==> config.mk <==
export PLATFORM = sky130hd
export DESIGN_NAME = sam_str_encoder
export DESIGN_NICKNAME = d
export VERILOG_FILES = /design/src/rtl/sam_str_encoder.sv
export SDC_FILE = /design/constraint.sdc
export NUM_CORES = 1
export LEC_CHECK = 0
export BUFFER_PORTS_ARGS = -buffer_cell sky130_fd_sc_hd__buf_4
export CELL_PAD_IN_SITES_DETAIL_PLACEMENT = 1
export CELL_PAD_IN_SITES_GLOBAL_PLACEMENT = 2
export CORE_ASPECT_RATIO = 1.5
export CORE_MARGIN = 8
export CORE_UTILIZATION = 31
export CTS_BUF_LIST = sky130_fd_sc_hd__clkbuf_16
export DETAILED_ROUTE_END_ITERATION = 7
export PLACE_DENSITY_LB_ADDON = 0.2
export SYNTH_ARGS = -nofsm -noshare
export SYNTH_HDL_FRONTEND = slang
export SYNTH_SLANG_ARGS = --single-unit
==> constraint.sdc <==
create_clock -name clk -period 2 [get_ports clk]
set_input_delay 0.1 -clock clk [delete_from_list [all_inputs] [get_ports clk]]
set_output_delay 0.1 -clock clk [all_outputs]
set_load 0.05 [all_outputs]
==> src/rtl/sam_str_encoder.sv <==
`default_nettype none
// -----------------------------------------------------------------------------
// sam_str_encoder: serialises config (n, d, N) and message words onto SAM's mode/str lines.
// Optional phase jitter via SAM_STR_JITTER_EN.                             Rev 1.0
// -----------------------------------------------------------------------------
module sam_str_encoder #(
   parameter int KEY_W   = 8,
   parameter int MAX_N   = 15,
   parameter int T_LONG  = 20,
   parameter int T_SHORT = 8,
   parameter int T_GAP   = 4,
   parameter int T_STOP  = 2
) (
   input  logic             clk,
   input  logic             reset,
   input  logic             cfg_start,
   input  logic [3:0]       cfg_n,
   input  logic [KEY_W-1:0] cfg_d,
   input  logic [KEY_W-1:0] cfg_N,
   output logic             cfg_ready,
   input  logic             msg_valid,
   input  logic [MAX_N-1:0] msg_data,
   output logic             msg_ready,
   output logic             configured,
   output logic             busy,
   output logic             mode,
   output logic             str
);

   localparam int         c_cfg_w = 4 + 2*KEY_W;
   localparam logic [3:0] c_max_n = 4'(MAX_N);

   typedef enum logic [2:0] {
      S_IDLE, S_CFG_LEAD, S_CFG_SHIFT, S_CFG_TRAIL, S_GAP, S_MSG_HI, S_MSG_LO, S_STOP
   } state_t;

   state_t             state_q, state_d;
   logic [c_cfg_w-1:0] cfg_sr_q, cfg_sr_d;
   logic [3:0]         n_q, n_d;
   logic [MAX_N-1:0]   msg_sr_q, msg_sr_d;
   logic [3:0]         bit_cnt_q, bit_cnt_d;
   logic [4:0]         phase_q, phase_d;
   logic [4:0]         lo_len_q, lo_len_d;
   logic               configured_q, configured_d;
   logic               mode_q, mode_d;
   logic               str_q, str_d;
   logic               start_bit;
   logic [4:0]         long_len, short_len;

`ifdef SAM_STR_JITTER_EN
   logic [7:0] lfsr_q, lfsr_d;

   always_comb begin
      lfsr_d = {lfsr_q[6:0], lfsr_q[7] ^ lfsr_q[5] ^ lfsr_q[4] ^ lfsr_q[3]};
   end

   always_ff @(posedge clk) begin
      if (reset) lfsr_q <= 8'hA5;
      else       lfsr_q <= lfsr_d;
   end

   assign long_len  = 5'(T_LONG)  + {2'b00, lfsr_q[2:0]};
   assign short_len = 5'(T_SHORT) + {2'b00, lfsr_q[5:3]};
`else
   assign long_len  = 5'(T_LONG);
   assign short_len = 5'(T_SHORT);
`endif

   always_comb begin
      state_d      = state_q;
      cfg_sr_d     = cfg_sr_q;
      n_d          = n_q;
      msg_sr_d     = msg_sr_q;
      bit_cnt_d    = bit_cnt_q;
      phase_d      = phase_q;
      lo_len_d     = lo_len_q;
      configured_d = configured_q;
      start_bit    = 1'b0;

      case (state_q)
         S_IDLE: begin
            if (cfg_start) begin
               cfg_sr_d = {cfg_n, cfg_d, cfg_N};
               n_d      = ({1'b0, cfg_n} > 5'(MAX_N)) ? c_max_n : cfg_n;
               state_d  = S_CFG_LEAD;
            end else if (msg_valid && configured_q) begin
               // Left-align so bit n-1 sits at the MSB and leaves first.
               msg_sr_d  = msg_data << (c_max_n - n_q);
               bit_cnt_d = n_q;
               if (n_q == 4'd0) begin
                  state_d = S_STOP;
                  phase_d = 5'(T_STOP - 1);
               end else begin
                  start_bit = 1'b1;
               end
            end
         end
         S_CFG_LEAD: begin
            state_d = S_CFG_SHIFT;
            phase_d = 5'(c_cfg_w - 1);
         end
         S_CFG_SHIFT: begin
            cfg_sr_d = cfg_sr_q << 1;
            if (phase_q == 5'd0) state_d = S_CFG_TRAIL;
            else                 phase_d = phase_q - 5'd1;
         end
         S_CFG_TRAIL: begin
            state_d      = S_GAP;
            phase_d      = 5'(T_GAP - 1);
            configured_d = 1'b1;
         end
         S_GAP: begin
            if (phase_q == 5'd0) state_d = S_IDLE;
            else                 phase_d = phase_q - 5'd1;
         end
         S_MSG_HI: begin
            if (phase_q == 5'd0) begin
               state_d = S_MSG_LO;
               phase_d = lo_len_q - 5'd1;
            end else begin
               phase_d = phase_q - 5'd1;
            end
         end
         S_MSG_LO: begin
            if (phase_q == 5'd0) begin
               msg_sr_d  = msg_sr_q << 1;
               bit_cnt_d = bit_cnt_q - 4'd1;
               if (bit_cnt_q == 4'd1) begin
                  state_d = S_STOP;
                  phase_d = 5'(T_STOP - 1);
               end else begin
                  start_bit = 1'b1;
               end
            end else begin
               phase_d = phase_q - 5'd1;
            end
         end
         S_STOP: begin
            if (phase_q == 5'd0) begin
               state_d = S_GAP;
               phase_d = 5'(T_GAP - 1);
            end else begin
               phase_d = phase_q - 5'd1;
            end
         end
         default: state_d = S_IDLE;
      endcase

      // Durations are fixed for the whole bit at its first cycle.
      if (start_bit) begin
         state_d = S_MSG_HI;
         if (msg_sr_d[MAX_N-1]) begin
            phase_d  = long_len - 5'd1;
            lo_len_d = short_len;
         end else begin
            phase_d  = short_len - 5'd1;
            lo_len_d = long_len;
         end
      end

      mode_d = (state_d == S_CFG_LEAD) || (state_d == S_CFG_SHIFT) || (state_d == S_CFG_TRAIL);
      str_d  = (state_d == S_MSG_HI) || (state_d == S_STOP) ||
               ((state_d == S_CFG_SHIFT) && cfg_sr_d[c_cfg_w-1]);
   end

   always_ff @(posedge clk) begin
      if (reset) begin
         state_q      <= S_IDLE;
         cfg_sr_q     <= '0;
         n_q          <= '0;
         msg_sr_q     <= '0;
         bit_cnt_q    <= '0;
         phase_q      <= '0;
         lo_len_q     <= '0;
         configured_q <= 1'b0;
         mode_q       <= 1'b0;
         str_q        <= 1'b0;
      end else begin
         state_q      <= state_d;
         cfg_sr_q     <= cfg_sr_d;
         n_q          <= n_d;
         msg_sr_q     <= msg_sr_d;
         bit_cnt_q    <= bit_cnt_d;
         phase_q      <= phase_d;
         lo_len_q     <= lo_len_d;
         configured_q <= configured_d;
         mode_q       <= mode_d;
         str_q        <= str_d;
      end
   end

   assign cfg_ready  = (state_q == S_IDLE);
   assign msg_ready  = (state_q == S_IDLE) && configured_q;
   assign busy       = (state_q != S_IDLE);
   assign configured = configured_q;
   assign mode       = mode_q;
   assign str        = str_q;

endmodule
`default_nettype wire

==> results of run 1 <==
Yosys cell counts, types with 2 or more instances:
library cell,count
mux4_2,12
nor3_2,2
and3_1,3
dfxtp_1,56
inv_1,9
o22ai_1,4
nand4_1,2
and3b_1,3
clkbuf_1,17
nor4_1,2
a21oi_1,36
nand3_1,8
ha_1,4
buf_2,11
nor2_1,22
a221oi_1,5
nand2b_1,2
nand2_1,70
o31ai_1,2
nor2b_1,3
a21o_1,2
a22oi_1,18
nor4b_1,2
a211oi_1,9
o21ai_1,2
o2111a_1,2
nand3b_1,2
mux2i_1,12
mux2_2,6
a311oi_1,6
o21ai_0,12
nor3_1,5
a31oi_1,8
nor3b_1,5
flip-flops by register name (all words and copies together) (netlist names):
register,flops
str,1
bit_cnt_q,4
phase_q,5
configured,1
cfg_sr_q,20
lo_len_q,2
n_q,4
state_q,3
msg_sr_q,15
mode,1
layout by cell type, fill, tap and decap left out, types with 4 or more instances in the layout:
| cell | n |
|---|---|
| a21oi_1 | 35 |
| mux2i_1 | 12 |
| a31oi_1 | 8 |
| dfxtp_1 | 53 |
| nor3b_1 | 4 |
| nor3_1 | 4 |
| mux4_2 | 12 |
| nor2_1 | 21 |
| a22oi_1 | 18 |
| o22ai_1 | 4 |
| mux2_2 | 6 |
| o21ai_0 | 12 |
| nand2_1 | 68 |
| a211oi_1 | 9 |
| a221oi_1 | 4 |
| buf_6 | 4 |
| nand3_1 | 8 |
| inv_1 | 6 |
| clkbuf_16 | 5 |
| buf_12 | 4 |
| a311oi_1 | 4 |
| buf_4 | 80 |
power breakdown:
part	switching [mW]	internal (mW)	total, mW
Combinational	1.73	1.38	3.11
Sequential	0.159	1.35	1.51
Clock	0.455	0.484	0.939
worst register-to-register path, cell delays in order, from the launching register on:
cell      delay [ns]
dfxtp_2         0.33
inv_2           0.06
ha_4            0.13
or4b_4          0.52
buf_6           0.15
nor2_4          0.12
nor2_2          0.07
a22oi_2         0.29
a311oi_2        0.15
per-layer routing:
layer / up-vias / part of all wire, % / GRT usage, % / wire length [um]
li1: 1578 / - / - / -
met1: 1579 / 41 / 16.4 / 4300
met2: 34 / 55 / 27.9 / 5710
met3: 11 / 2.0 / 2.31 / 211
met4: 0 / 1.7 / 5.20 / 173
met5: - / 0 / 0 / 0
kinds of logic after synthesis:
group	synth area share (%)
AOI/OAI and AO/OA	24.3
DFF	34.3
muxes	14.0
xor gates and xnor gates	0.268
adders and majority gates	1.53
and+or+nand+nor	20.4
buffers and inverters	5.13
per-stage QoR:
| step | setup WS, ns | TNS [ns] | area (um2) |
|---|---|---|---|
| final | 0.0420 | 0 | 4310 |
| after global routing | -0.0567 | -0.282 | 4310 |
| after CTS | -0.0260 | -0.0466 | 4240 |
| after detailed placement | -0.113 | -0.578 | 4030 |
| after global placement | -0.0487 | -0.123 | 4030 |
| after floorplan | 0.000950 | 0 | 3280 |
cell type report:
type | count | area share (%)
multi-input combinational | 293 | 48.3
clock buffer | 5 | 2.90
inverter | 10 | 0.958
sequential | 56 | 26.1
timing repair buffer | 88 | 16.8
clock inverter | 3 | 0.668
tap | 144 | 4.18
worst paths after layout:
check             cells after the start  slack (ns)    startpoint      endpoint
setup / recovery                      8        0.04    phase_q[1]    phase_q[4]
hold / removal                        3        0.05      cfg_N[0]   cfg_sr_q[0]
setup reg to reg                      8        0.04    phase_q[1]    phase_q[4]
hold reg to reg                       2        0.46  cfg_sr_q[11]  cfg_sr_q[11]
repair_timing:
item | CTS | global route
setup buffers | 3 | 0
endpoints found under the setup margin | 16 | 11
resized for setup | 11 | 15
pin swaps | 4 | 2
==> results.sh, run 1 <==
export IMPL_status="complete, no violations"
export IMPL_fmax_mhz=511
export IMPL_antenna_found_initial=0
export IMPL_synthCells=389
export IMPL_start_kind="flop"
export IMPL_globalplace_congestion=0.782
export IMPL_cp_top_family="simple AND/OR/NAND/NOR gates"
export IMPL_cts_hold_buf=0
export IMPL_htreeDepth=2
export IMPL_rsz0062_at_grt="true"
export IMPL_path_clk_slew_ns=0.08
export IMPL_nets=497
export IMPL_drt_iter0_drc=102
export IMPL_cts_root_buf="clkbuf_16"
export IMPL_crit_chain="inv_2, ha_4, or4b_4, buf_6, nor2_4, nor2_2, a22oi_2, a311oi_2"
export IMPL_slowest_delay_ns=0.52
export IMPL_multi_input_area_um2=2080
export IMPL_vias=3202
export IMPL_numPortBuffers=44
export IMPL_syn_area_um2=3270
export IMPL_routed_via_density=5.35
export IMPL_place_hpwl_mm=7.80
export IMPL_diodes=0
export IMPL_syn_to_final_growth_pct=31.8
export IMPL_cts_made_buffers=5
export IMPL_grt_start_max_net_pins=42
export IMPL_instances_no_fill=599
export IMPL_fp_coreArea_um2=10400
export IMPL_hp_class="input port to flop"
export IMPL_dp_cells=588
export IMPL_required_ns=2.16
export IMPL_wirelength_mm=10.4
export IMPL_synthTopCellsByArea="dfxtp_1 (34%), mux4_2 (8.3%), nand2_1 (8.0%)"
export IMPL_cp_end_kind="flop"
export IMPL_fin_worst_skew_ns=0.00845
export IMPL_synth_ff_type="dfxtp_1"
export IMPL_ys_async_sr_fraction_pct=0
export IMPL_slew_headroom_pct=69.6
export IMPL_setup_viol=0
export IMPL_clock_latency_ns=0.30
export IMPL_ant_nets=0
export IMPL_synth_avg_cell_area_um2=8.40
export IMPL_synth_edf_count=0
export IMPL_fillers=1244
export IMPL_wire_per_inst_um=17.3
export IMPL_register_area_um2=1120
export IMPL_yosys_warnings=0
export IMPL_synth_top_area_share_pct=34.3
export IMPL_fin_crit_ns=1.96
export IMPL_yosysUniqueCellTypes=59
export IMPL_slew_viol_final=0
export IMPL_clk_path_buf_depth=2
export IMPL_ys_seq_elements=56
export IMPL_cts_tree="done"
export IMPL_drt_first_pass_iters=6
export IMPL_syn_nets=432
export IMPL_hold_viol_final=0
export IMPL_clock_sinks=56
export IMPL_die_area_um2=14200
export IMPL_grt_pass1_wl_mm=17.2
export IMPL_cp_max_fo=6
export IMPL_crit_path_top_delay_cell="or4b_4"
export IMPL_cp_arrival_ns=2.12
export IMPL_grt_pass1_vias=3504
export IMPL_powerDensity_nw_per_um2=1290
export IMPL_rows=46
export IMPL_tightest_slew_ns=0.451
export IMPL_vdd_drop_max_mv=0.931
export IMPL_holdWs_ns=0.0474
export IMPL_period_share_pct=97.9
export IMPL_fp_dieW_um=99.9
export IMPL_total_power_mw=5.55
export IMPL_synth_sequential_area_ratio_pct=34.3
export IMPL_cp_num_buf_inv=2
export IMPL_drcViolationCount=0
export IMPL_layout_drive_gt1_share_pct=31.9
export IMPL_gr_usage_all_layers_pct=14.9
export IMPL_die_h_um=142
export IMPL_io_pins=45
export IMPL_overflow=0
export IMPL_crit_type="flop to flop"
export IMPL_utilization_pct=41.4
export IMPL_start_util_pct=31.4
export IMPL_maxCapViolCount=0
export IMPL_p_leak_nw=1.63
export IMPL_synth_top_cell_by_area="dfxtp_1"
Note: power is estimated with default switching activity, not from simulation.
==> run 2: changes to the inputs <==
- SETUP_SLACK_MARGIN: not set -> 0.5
==> results.sh, run 2 (synthesis gave the netlist of run 1 again) <==
export IMPL_die_h_um=142
export IMPL_cp_arrival_ns=2.19
export IMPL_syn_to_final_growth_pct=51.6
export IMPL_vias=3386
export IMPL_cp_max_fo=5
export IMPL_cp_num_buf_inv=3
export IMPL_start_kind="flop"
export IMPL_start_util_pct=31.4
export IMPL_overflow=0
export IMPL_fin_ws_ns=0.0490
export IMPL_cts_made_buffers=5
export IMPL_slew_viol_final=0
export IMPL_crit_type="flop to flop"
export IMPL_crit_chain="inv_2, ha_4, or4b_4, buf_4, nor3_4, a221oi_1, buf_4, a211o_1, o21ai_2"
export IMPL_die_area_um2=14200
export IMPL_setup_viol=0
export IMPL_io_pins=45
export IMPL_htreeDepth=2
export IMPL_final_cell_mix="buf_4 (89), nand2_1 (53), dfxtp_1 (48)"
export IMPL_gr_usage_all_layers_pct=16.0
export IMPL_fmax_mhz=513
export IMPL_clock_sinks=56
export IMPL_cp_top_family="simple AND/OR/NAND/NOR gates"
export IMPL_required_ns=2.24
export IMPL_clock_latency_ns=0.30
export IMPL_drcViolationCount=0
export IMPL_fp_dieW_um=99.9
export IMPL_routed_via_density=5.37
export IMPL_antenna_found_initial=0
export IMPL_total_power_mw=6.68
export IMPL_nets=529
export IMPL_slowest_delay_ns=0.50
export IMPL_grt_start_max_net_pins=35
export IMPL_cts_root_buf="clkbuf_16"
export IMPL_holdPathStages=3
export IMPL_wire_per_inst_um=18.3
export IMPL_cp_end_kind="flop"
export IMPL_layout_drive_gt1_share_pct=47.9
export IMPL_r2r_cells=9
export IMPL_fin_worst_skew_ns=0.00863
export IMPL_cts_tree="done"
export IMPL_hp_class="input port to flop"
export IMPL_crit_path_top_delay_cell="or4b_4"
export IMPL_drt_iter0_drc=94
export IMPL_diodes=0
export IMPL_path_clk_slew_ns=0.08
export IMPL_vdd_drop_max_mv=0.942
export IMPL_fin_crit_ns=1.95
export IMPL_fp_coreArea_um2=10400
export IMPL_powerDensity_nw_per_um2=1350
export IMPL_cp_num_cells=9
export IMPL_critPathMostFrequentCell="buf_4"
export IMPL_period_share_pct=97.6
export IMPL_hold_viol_final=0
export IMPL_rows=46
export IMPL_largest_reg_flops=20
export IMPL_slew_headroom_pct=70.8
export IMPL_rsz0062_at_grt="true"
export IMPL_pre_cts_slack_ns=0.0111
export IMPL_final_common_cell="buf_4"
export IMPL_maxCapViolCount=0
export IMPL_place_hpwl_mm=7.84
export IMPL_grt_pass1_vias=3631
export IMPL_largestRegisters="cfg_sr_q: 20 flops, msg_sr_q: 15 flops, phase_q: 5 flops"
export IMPL_tightest_slew_ns=0.438
export IMPL_status="complete, no violations"
export IMPL_largest_register="cfg_sr_q"
export IMPL_globalplace_congestion=0.867
export IMPL_drt_first_pass_iters=4
export IMPL_grt_pass1_wl_mm=18.2
export IMPL_p_leak_nw=1.90
export IMPL_wirelength_mm=11.5
export IMPL_clk_path_buf_depth=2
export IMPL_ant_nets=0
export IMPL_numPortBuffers=44
export IMPL_cts_hold_buf=0
[run 2: final timing paths]
check / start / endpoint / slack (ns)
min reg2reg: cfg_sr_q[10] / cfg_sr_q[10] / 0.47
min: cfg_N[0] / cfg_sr_q[0] / 0.05
max reg2reg: phase_q[1] / str / 0.05
max: phase_q[1] / str / 0.05
[run 2: timing repair]
action | in CTS | in global routing
cloned | 3 | 0
gates resized for setup | 62 | 52
setup endpoints to repair | 54 | 57
pin swaps | 33 | 36
setup buffers | 33 | 5
[run 2: layout make-up]
| cell class | count | area, um2 |
|---|---|---|
| Fill cell | 1196 | 5460 |
| Multi-Input combinational cell | 293 | 2400 |
| Sequential cell | 56 | 1140 |
| Timing Repair Buffer | 120 | 1060 |
| Tap cell | 144 | 180 |
| Clock buffer | 5 | 125 |
| Inverter | 10 | 41.3 |
| Clock inverter | 2 | 11.3 |
[run 2: routing by layer]
metal	wire length [um]	share of wire, %	GRT usage, %
met1	4590	40	17.4
met3	271	2.4	2.84
met5	0	0	0
met2	6460	56	30.3
met4	184	1.6	4.32
[run 2: worst reg2reg max path: stages, from the launching register on]
cell      delay (ns)
dfxtp_2         0.33
inv_2           0.07
ha_4            0.12
or4b_4          0.50
buf_4           0.17
nor3_4          0.14
a221oi_1        0.07
buf_4           0.16
a211o_1         0.27
o21ai_2         0.06
[run 2: report_power, final]
group / switching [mW] / internal, mW / total, mW
combinational: 2.13 / 2.07 / 4.21
sequential: 0.231 / 1.36 / 1.60
clock: 0.423 / 0.458 / 0.881
total: 2.79 / 3.90 / 6.68
[run 2: metrics by stage]
| stage | hold slack (ns) | setup TNS, ns | instances | utilization (%) | area [um2] |
|---|---|---|---|---|---|
| after floorplan | 0.250 | 0 | 389 | - | 3480 |
| after global placement | 0.356 | 0 | 582 | 38.9 | 4060 |
| after detailed placement | 0.362 | 0 | 582 | 38.9 | 4060 |
| after CTS | 0.0489 | 0 | 625 | 45.1 | 4700 |
| after global routing | 0.0583 | -0.0124 | 630 | 47.6 | 4960 |
| final | 0.0544 | 0 | 630 | 47.6 | 4960 |
